[src/rtl/uram_arb_pkg.sv]
// uram_arb_pkg: shared constants, CLEAR sequencer state type and read-latency helper
// for the UltraRAM port arbiter.
package uram_arb_pkg;

    localparam int URAM_AW    = 12;
    localparam int URAM_DW    = 72;
    localparam int URAM_DEPTH = 4096;

    typedef enum logic [0:0] {
        IDLE  = 1'b0,
        CLEAR = 1'b1
    } state_t;

    // Read latency seen at the RAM boundary: one array stage plus optional output register.
    function automatic int rd_lat(input int oreg);
        return 1 + oreg;
    endfunction

endpackage

[src/rtl/uram_arb_rr_arb.sv]
// rr_arb: one-hot round-robin arbiter. Search starts at ptr; next_ptr points one past
// the winner, or holds ptr when nothing is requested. With N == 1 the pointer stays 0.
module rr_arb #(
    parameter int N  = 4,
    parameter int PW = (N > 1) ? $clog2(N) : 1
) (
    input  logic [N-1:0]  req,
    input  logic [PW-1:0] ptr,
    output logic [N-1:0]  gnt,
    output logic [PW-1:0] next_ptr
);

    logic          found;
    logic [PW-1:0] idx;

    // Scan requesters starting at ptr; first active one wins.
    always_comb begin
        gnt      = '0;
        next_ptr = ptr;
        found    = 1'b0;
        idx      = '0;
        for (int k = 0; k < N; k++) begin
            idx = PW'((int'(ptr) + k) % N);
            if (!found && req[idx]) begin
                gnt[idx] = 1'b1;
                next_ptr = PW'(((int'(ptr) + k) % N + 1) % N);
                found    = 1'b1;
            end
        end
    end

endmodule

[src/rtl/uram_arb.sv]
// uram_arb: shares one 4096x72 UltraRAM (1 write + 1 read port) between NREQ requesters
// with independent round-robin arbitration per port, a tagged read-response pipe and a
// zero-fill CLEAR sequencer.
// Optional feature: define URAM_ARB_FWD_EN to forward same-cycle write data to a read of
// the same address; otherwise the RAM's read-first behaviour is visible.
module uram_arb
    import uram_arb_pkg::*;
#(
    parameter int NREQ = 4,
    parameter int OREG = 0,
    parameter int AW   = URAM_AW,
    parameter int DW   = URAM_DW
) (
    input  logic              clk,
    input  logic              rst_n,
    input  logic [NREQ-1:0]   req_valid,
    input  logic [NREQ-1:0]   req_we,
    input  logic [NREQ*AW-1:0] req_addr,
    input  logic [NREQ*DW-1:0] req_wdata,
    output logic [NREQ-1:0]   req_ready,
    output logic [NREQ-1:0]   rsp_valid,
    output logic [DW-1:0]     rsp_data,
    input  logic              clr_start,
    output logic              clr_busy,
    output logic              ram_wen,
    output logic [AW-1:0]     ram_waddr,
    output logic [DW-1:0]     ram_wdata,
    output logic              ram_ren,
    output logic [AW-1:0]     ram_raddr,
    input  logic [DW-1:0]     ram_rdata
);

    localparam int            L         = rd_lat(OREG);
    localparam int            PW        = (NREQ > 1) ? $clog2(NREQ) : 1;
    localparam logic [AW-1:0] LAST_ADDR = AW'((1 << AW) - 1);

    state_t          state_reg;
    logic [AW-1:0]   clr_cnt_reg;
    logic [PW-1:0]   wptr_reg, rptr_reg, wptr_next, rptr_next;
    logic [NREQ-1:0] wcand, rcand, wgnt, rgnt;
    logic            clearing;
    logic [AW-1:0]   addr_arr  [NREQ];
    logic [DW-1:0]   wdata_arr [NREQ];
    logic [AW-1:0]   gnt_waddr, gnt_raddr;
    logic [DW-1:0]   gnt_wdata;
    logic            pipe_vld [L];
    logic [NREQ-1:0] pipe_id  [L];

    assign clearing = (state_reg == CLEAR);
    assign clr_busy = clearing;

    // CLEAR owns the write port, so requester writes are not even candidates then.
    assign wcand = clearing ? '0 : (req_valid & req_we);
    assign rcand = req_valid & ~req_we;

    rr_arb #(.N(NREQ), .PW(PW)) u_warb (
        .req      (wcand),
        .ptr      (wptr_reg),
        .gnt      (wgnt),
        .next_ptr (wptr_next)
    );

    rr_arb #(.N(NREQ), .PW(PW)) u_rarb (
        .req      (rcand),
        .ptr      (rptr_reg),
        .gnt      (rgnt),
        .next_ptr (rptr_next)
    );

    assign req_ready = wgnt | rgnt;

    for (genvar gi = 0; gi < NREQ; gi++) begin : g_unpack
        assign addr_arr[gi]  = req_addr[gi*AW +: AW];
        assign wdata_arr[gi] = req_wdata[gi*DW +: DW];
    end

    // Steer the winning requester's address/data onto the RAM ports (zero when idle).
    always_comb begin
        gnt_waddr = '0;
        gnt_wdata = '0;
        gnt_raddr = '0;
        for (int i = 0; i < NREQ; i++) begin
            if (wgnt[i]) begin
                gnt_waddr = addr_arr[i];
                gnt_wdata = wdata_arr[i];
            end
            if (rgnt[i]) begin
                gnt_raddr = addr_arr[i];
            end
        end
    end

    assign ram_wen   = clearing | (|wgnt);
    assign ram_waddr = clearing ? clr_cnt_reg : gnt_waddr;
    assign ram_wdata = clearing ? '0 : gnt_wdata;
    assign ram_ren   = |rgnt;
    assign ram_raddr = gnt_raddr;

    // Round-robin pointers advance only when their port granted.
    always_ff @(posedge clk or negedge rst_n) begin
        if (!rst_n) begin
            wptr_reg <= '0;
            rptr_reg <= '0;
        end else begin
            wptr_reg <= wptr_next;
            rptr_reg <= rptr_next;
        end
    end

    // CLEAR sequencer: one address per cycle from 0 to the last, then back to IDLE.
    always_ff @(posedge clk or negedge rst_n) begin
        if (!rst_n) begin
            state_reg   <= IDLE;
            clr_cnt_reg <= '0;
        end else begin
            case (state_reg)
                IDLE: begin
                    clr_cnt_reg <= '0;
                    if (clr_start) begin
                        state_reg <= CLEAR;
                    end
                end
                CLEAR: begin
                    clr_cnt_reg <= clr_cnt_reg + 1'b1;
                    if (clr_cnt_reg == LAST_ADDR) begin
                        state_reg <= IDLE;
                    end
                end
                default: begin
                    state_reg   <= IDLE;
                    clr_cnt_reg <= '0;
                end
            endcase
        end
    end

    // Response tag pipe, matched to the RAM read latency.
    always_ff @(posedge clk or negedge rst_n) begin
        if (!rst_n) begin
            for (int k = 0; k < L; k++) begin
                pipe_vld[k] <= 1'b0;
                pipe_id[k]  <= '0;
            end
        end else begin
            pipe_vld[0] <= ram_ren;
            pipe_id[0]  <= rgnt;
            for (int k = 1; k < L; k++) begin
                pipe_vld[k] <= pipe_vld[k-1];
                pipe_id[k]  <= pipe_id[k-1];
            end
        end
    end

    assign rsp_valid = pipe_vld[L-1] ? pipe_id[L-1] : '0;

`ifdef URAM_ARB_FWD_EN
    logic          fwd_hit;
    logic          fwd_vld  [L];
    logic [DW-1:0] fwd_data [L];

    assign fwd_hit = ram_ren & ram_wen & (ram_raddr == ram_waddr);

    // Capture the colliding write data at grant and age it alongside the read tag.
    always_ff @(posedge clk or negedge rst_n) begin
        if (!rst_n) begin
            for (int k = 0; k < L; k++) begin
                fwd_vld[k]  <= 1'b0;
                fwd_data[k] <= '0;
            end
        end else begin
            fwd_vld[0]  <= fwd_hit;
            fwd_data[0] <= ram_wdata;
            for (int k = 1; k < L; k++) begin
                fwd_vld[k]  <= fwd_vld[k-1];
                fwd_data[k] <= fwd_data[k-1];
            end
        end
    end

    assign rsp_data = fwd_vld[L-1] ? fwd_data[L-1] : ram_rdata;
`else
    assign rsp_data = ram_rdata;
`endif

endmodule
[config.mk]
export PLATFORM = sky130hd
export DESIGN_NAME = uram_arb
export DESIGN_NICKNAME = d
export VERILOG_FILES = /design/src/rtl/uram_arb_pkg.sv /design/src/rtl/uram_arb_rr_arb.sv /design/src/rtl/uram_arb.sv
export SDC_FILE = /design/constraint.sdc
export NUM_CORES = 1
export LEC_CHECK = 0
export BUFFER_PORTS_ARGS = -buffer_cell sky130_fd_sc_hd__buf_2
export CAP_MARGIN = 20
export CORE_AREA = 2 2 233 235
export CTS_BUF_LIST = sky130_fd_sc_hd__clkbuf_8 sky130_fd_sc_hd__clkbuf_16
export DETAILED_ROUTE_END_ITERATION = 16
export DIE_AREA = 0 0 235 237
export GPL_ROUTABILITY_DRIVEN = 0
export PLACE_DENSITY = 0.41
export SLEW_MARGIN = 20
export SYNTH_ARGS = -nofsm -noshare
export SYNTH_HDL_FRONTEND = slang
export SYNTH_SLANG_ARGS = --single-unit
[constraint.sdc]
create_clock -name clk -period 7.36 [get_ports clk]
set_input_delay 1.104 -clock clk [delete_from_list [all_inputs] [get_ports clk]]
set_output_delay 1.104 -clock clk [all_outputs]
set_load 0.02 [all_outputs]
Word level (Yosys, flattened, before mapping)
Cells that the tools add are included.
{"block": "word_totals", "elab_cells": 146, "reg_bits": 22, "in_bits": 419}
{"block": "op_classes", "addsub": 13, "n_mux": 74, "n_lt_le_gt_ge": 16, "reduce_logical": 24, "n_bitwise": 12, "eq_ne": 1}
{"cell": "72-bit two-way mux", "n": 5}
{"cell": "12-bit two-way mux", "n": 9}
{"cell": "4-bit two-way mux", "n": 10}
{"cell": "4-bit OR", "n": 7}
{"cell": "2-bit by 3-bit less-than comparator with 1-bit output (second input constant)", "n": 8}
{"cell": "1-bit two-way mux", "n": 24}
{"cell": "12-bit case mux with 2 select lines", "n": 1}
{"cell": "2-bit adder (second input constant)", "n": 10}
{"cell": "1-bit binary-select mux with 2-bit select", "n": 8}
{"cell": "1-bit demux with 2-bit select", "n": 8}
{"cell": "2-bit by 1-bit >= comparator with 1-bit output (second input constant)", "n": 8}
{"cell": "2-bit two-way mux", "n": 8}
{"cell": "1-bit logical AND", "n": 14}
{"cell": "12-bit by 1-bit adder with 12-bit output (second input constant)", "n": 1}
{"cell": "12-bit == test (second input constant)", "n": 1}
{"cell": "4-bit bitwise AND", "n": 2}
{"cell": "4-bit nonzero test", "n": 2}
{"cell": "4-bit OR reduction", "n": 2}
{"cell": "1-bit zero test", "n": 6}
{"cell": "2-bit by 1-bit adder with 2-bit output (second input constant)", "n": 2}
{"cell": "4-bit NOT", "n": 1}
{"cell": "1-bit case mux with 2 select lines", "n": 1}
{"cell": "1-bit NOT", "n": 1}
{"cell": "1-bit OR", "n": 1}

Logic depth before layout (Yosys ltp)
{"block": "depth", "ltp_word": 19, "ltp_mapped": 13}

Cells and area by module
A second synthesis with hierarchy kept.
{"block": "hier_totals", "hier_cells": 906, "hier_area_um2": 6199.7}
{"mod": "uram_arb", "cells_each": 790, "instances": 1, "area_each_um2": 5212.5}
{"mod": "rr_arb at u_warb", "cells_each": 65, "instances": 1, "area_each_um2": 539.3}
{"mod": "rr_arb at u_rarb", "cells_each": 51, "instances": 1, "area_each_um2": 447.9}

Least setup slack after synthesis
No wires, ideal clock.
{"block": "synth_path", "path_type": "input port to output port", "start": "input req_we[3]", "end": "output ram_wdata[43]", "stages": 9, "t_arrival_ns": 3.281, "path_slack_ns": 2.975, "required_time_ns": 6.256, "n_path_buf": 2, "cell_sequence": "and4bb_2 -> o21ai_1 -> a2111o_1 -> o211ai_1 -> or2_2 -> buf_2 -> clkbuf_1 -> a211oi_1 -> a211oi_1"}
{"block": "synth_via", "elab_chain_cells": 19, "elab_cells_between_ends": 31, "classes_between": "mux: 21; bitwise: 4; reduce/logical: 6"}
{"item": "start: declaration", "line_no": "uram_arb.sv:17", "text": "input logic [NREQ-1:0] req_we,"}
{"item": "4-bit bitwise AND *", "line_no": "uram_arb.sv:53", "text": "assign wcand = clearing ? '0 : (req_valid & req_we);"}
{"item": "4-bit two-way mux *", "line_no": "uram_arb.sv:53"}
{"item": "1-bit binary-select mux with 2-bit select", "line_no": "uram_arb_rr_arb.sv:24", "text": "if (!found && req[idx]) begin"}
{"item": "1-bit two-way mux (not written as such)", "line_no": "uram_arb_rr_arb.sv:24"}
{"item": "1-bit two-way mux", "line_no": "uram_arb_rr_arb.sv:24"}
{"item": "1-bit zero test", "line_no": "uram_arb_rr_arb.sv:24"}
{"item": "1-bit logical AND", "line_no": "uram_arb_rr_arb.sv:24"}
{"item": "1-bit two-way mux", "line_no": "uram_arb_rr_arb.sv:24"}
{"item": "1-bit zero test", "line_no": "uram_arb_rr_arb.sv:24"}
{"item": "1-bit logical AND", "line_no": "uram_arb_rr_arb.sv:24"}
{"item": "1-bit two-way mux", "line_no": "uram_arb_rr_arb.sv:24"}
{"item": "1-bit zero test", "line_no": "uram_arb_rr_arb.sv:24"}
{"item": "1-bit logical AND", "line_no": "uram_arb_rr_arb.sv:24"}
{"item": "4-bit two-way mux *", "line_no": "uram_arb_rr_arb.sv:24"}
{"item": "72-bit two-way mux (3 in a row)", "line_no": "uram_arb.sv:83", "text": "if (wgnt[i]) begin"}
{"item": "72-bit two-way mux *", "line_no": "uram_arb.sv:83"}
{"item": "72-bit two-way mux *", "line_no": "uram_arb.sv:95", "text": "assign ram_wdata = clearing ? '0 : gnt_wdata;"}
{"item": "end: declaration", "line_no": "uram_arb.sv:27", "text": "output logic [DW-1:0] ram_wdata,"}
Mark *: on every way between the ends. The rest lies on a longest branch, timed or not. The select of a mux whose other input is x is not followed.

Worst setup path after layout
{"block": "layout_path", "start": "register wptr_reg[0]", "end": "output ram_wdata[43]"}
{"block": "layout_via", "elab_chain_cells": 17, "elab_cells_between_ends": 52, "classes_between": "add/sub: 3; order compare: 8; mux: 28; bitwise: 3; reduce/logical: 10"}
{"item": "start: declaration", "line_no": "uram_arb.sv:39", "text": "logic [PW-1:0] wptr_reg, rptr_reg, wptr_next, rptr_next;"}
{"item": "start signal: assignment", "line_no": "uram_arb.sv:105", "text": "wptr_reg <= wptr_next;"}
{"item": "parallel branches: the longest is 11 deep, another holds 2-bit by 3-bit less-than comparator with 1-bit output"}
{"item": "4-bit two-way mux *", "line_no": "uram_arb_rr_arb.sv:24"}
{"item": "72-bit two-way mux (3 in a row)", "line_no": "uram_arb.sv:83"}
{"item": "72-bit two-way mux *", "line_no": "uram_arb.sv:83"}
{"item": "72-bit two-way mux *", "line_no": "uram_arb.sv:95"}
Every way passes the cells marked *. The select of a mux whose other input is x is not followed.

==> qor.txt <==
Setup_tns: 0 ns
Rows: 85
Crit. End Element: output port
Highest clock rate: 178 MHz
Leakage dissipation: 0.00360 µW
Critical path class: reg -> out
CTS clk-pin slew, worst paths: 0.06 ns
Worst path bufs/invs: 3
Chip Height: 237 µm
Worst Reg-to-Reg Cells: 8
Initial DRC count: 465
WL final: 34.7 mm
Cell count after synthesis: 829
Number of vias per cell: 4.33
Last element of the critical path: ram_wdata[43]
Worst Path Required: 6.26 ns
CP max FO: 67
Sequential share of power: 15.3%
Routed Antenna Nets: 0
Worst reg2reg endpoint: pipe_vld$_DFF_PN0_
Yosys reg bits: 22
Pre-CTS setup slack: 2.03 ns
Yosys cell types: 59
Synth warn: 0
Largest register FFs: 12
Pre-Repair DR Iteration Count: 5
Largest net degree at the start of global routing: 68
Synthesized area: 0.00559 mm²
Synthesis-to-finish area growth: 46.1%
Final setup viols: 0
Worst skew pair latency: 0.26 ns
Switching portion of total power: 54.8%
Arrival @ worst endpoint: 4.53 ns
GR Overflow Total: 0
Fin. Hold Viols: 0
Most used cell, CP: a211oi_1
Slew @ Worst Pin: 0.891 ns
Die Wd: 235 µm
Synthesized net count: 1,261
First-pass GRT wire length: 50.0 mm
Final min period: 5.63 ns
Pint: 673 µW
Cells along the critical path: inv_1 -> ha_1 -> inv_1 -> a211oi_1 -> a22oi_1 -> nor2_1 -> a221o_4 -> a211oi_1 -> a211oi_1 -> buf_2
Outcome: completed
Initial antenna violation count: 1
Port Buffers: 453
Max IR drop VDD: 0.123 mV
Core ar.: 0.0533 mm²
Critical R2R Launch: rptr_reg[0]$_DFFE_PN0P_
# nets final: 1,586
Clock H-tree levels: 1
Delay-heaviest family, CP: compound AO/OA/AOI/OAI gates
Register-to-register setup slack: 3.64 ns
Max-slew headroom: 40.6%
Initial Util: 10.5%
Clock power frac: 8.5%
Number of global-route vias before repair: 8,028
Vias after detailed routing: 8,020
RSZ-0062 raised after global routing: false
Root buffer cell: clkbuf_16
Switch Pwr: 817 µW
Post_cts resized: 0
Drt drc: 0
Slowest-stage cell, CP: a221o_4
CP Launch Type: flop
Die area: 0.0557 mm²
Comb power frac: 76.2%
GRT Util Overall: 11.5%
CTS Hold Bufs: 0
I/O Pins: 598
Share of layout cells above drive strength 1: 43.2%
Synth Area per Inst: 6.74 µm²
Ys async rst share: 100%
Num CTS Buffers: 3
Hold Path Origin: clr_cnt_reg[0]$_DFF_PN0_
Fin crit share: 76.5%
Postcts setup bufs: 0
Per-cell routed wire length: 18.7 µm
Final WS setup: 1.73 ns
TritonCTS clock tree: done
CTS max path bufs: 2
Number of max-cap violations: 0
Crit path from: wptr_reg[0]$_DFFE_PN0P_
Worst Skew: 0.00532 ns
Levels on crit path: 10
Max-slew violation count: 0
Clock Sinks: 22
Post-synthesis sequential area ratio: 9.85%
Worst Hold Class: reg -> reg
HPWL Detailed: 27.9 mm
PwrDens: 183 mW/mm²
Biggest cell delay along the critical path: 0.77 ns
Top FF cell, synth: dfrtp_1
Number of synthesized flops with an enable pin: 0
## layout by cell type, fill, tap and decap left out, drive strengths merged, types with 14 or more instances in the layout
master / instances
a211oi: 149
a31oi: 17
buf: 475
dfrtp: 22
inv: 14
nand2: 15
nand3: 81
nor2: 107
nor3: 75
o21a: 14
o22ai: 21
## worst register-to-register path: stages (launching register included)
cell and delay (ns):
dfrtp_1 0.65, inv_1 0.20, ha_1 0.37, inv_1 0.12
mux4_2 0.40, nor3b_1 0.19, a2111oi_2 0.55, nand2_1 0.54
or3_1 0.56
## cell families after synthesis
group	Yosys count	share of synthesized area, %
DFF	22	9.85
AOI/OAI and AO/OA	263	35.5
adders and majority gates	13	2.91
buffers and inverters	169	17.1
and+or+nand+nor	344	31.1
muxes	8	1.95
xor gates and xnor gates	10	1.57
## synthesized netlist by cell type (all sizes together) (8+ instances only)
| cell type | count | area share [%] |
|---|---|---|
| nand3 | 81 | 7.3 |
| nor3 | 75 | 6.7 |
| ha | 13 | 2.9 |
| nor3b | 8 | 1.2 |
| o21a | 14 | 1.9 |
| clkbuf | 42 | 2.8 |
| and2 | 9 | 1.0 |
| nor2 | 107 | 7.3 |
| o21ai | 8 | 0.72 |
| a211oi | 149 | 20 |
| o22ai | 21 | 2.4 |
| inv | 14 | 0.94 |
| a221oi | 13 | 2.4 |
| a31oi | 17 | 1.9 |
| a21oi | 13 | 1.3 |
| nand2 | 15 | 1.0 |
| dfrtp | 22 | 9.9 |
| nand4 | 12 | 1.3 |
| buf | 113 | 13 |
## layout make-up
cell class / count / area (µm²)
fill: 6217 / 45100
tap: 696 / 871
inverter: 14 / 52.6
sequential: 22 / 551
timing repair buffer: 475 / 2470
multi-input combinational: 638 / 4130
clock buffer: 4 / 88.8
antenna: 3 / 7.51
## how the worst min path moves through the flow
stage                               endpoint  slack (ns)  depth (start not counted)
floorplan           clr_cnt_reg[0]$_DFF_PN0_        0.43                          1
global placement    clr_cnt_reg[5]$_DFF_PN0_        0.56                          2
detailed placement  clr_cnt_reg[5]$_DFF_PN0_        0.57                          2
CTS                 clr_cnt_reg[5]$_DFF_PN0_        0.58                          2
global route        clr_cnt_reg[0]$_DFF_PN0_        0.61                          1
finish              clr_cnt_reg[0]$_DFF_PN0_        0.55                          1
## per-layer routing
layer | global-route usage (%) | up-vias | wire, µm
li1 | - | 3757 | -
met1 | 14.5 | 3784 | 14400
met2 | 19.3 | 441 | 16500
met3 | 3.10 | 38 | 2950
met4 | 3.28 | 0 | 897
met5 | 0 | - | 0
## stage by stage
stage | cell area, µm² | total power (µW) | utilization, % | std cells | hold slack, ns
2_1_floorplan | 5590 | 976 | - | 829 | 0.431
3_3_place_gp | 8070 | 1380 | 15.1 | 1845 | 0.555
3_5_place_dp | 8070 | 1380 | 15.1 | 1845 | 0.566
4_1_cts | 8160 | 1510 | 15.3 | 1849 | 0.581
5_1_grt | 8160 | 1620 | 15.3 | 1849 | 0.607
6_report | 8170 | 1490 | 15.3 | 1852 | 0.550
## power by group through the flow
stage               Clock [µW]  Combinational (µW)  Sequential (µW)
floorplan                    0                 780              196
global placement             0                1160              229
detailed placement           0                1150              229
CTS                        131                1160              226
global route               139                1250              235
finish                     127                1140              228
(Power assumes the default switching activity.)
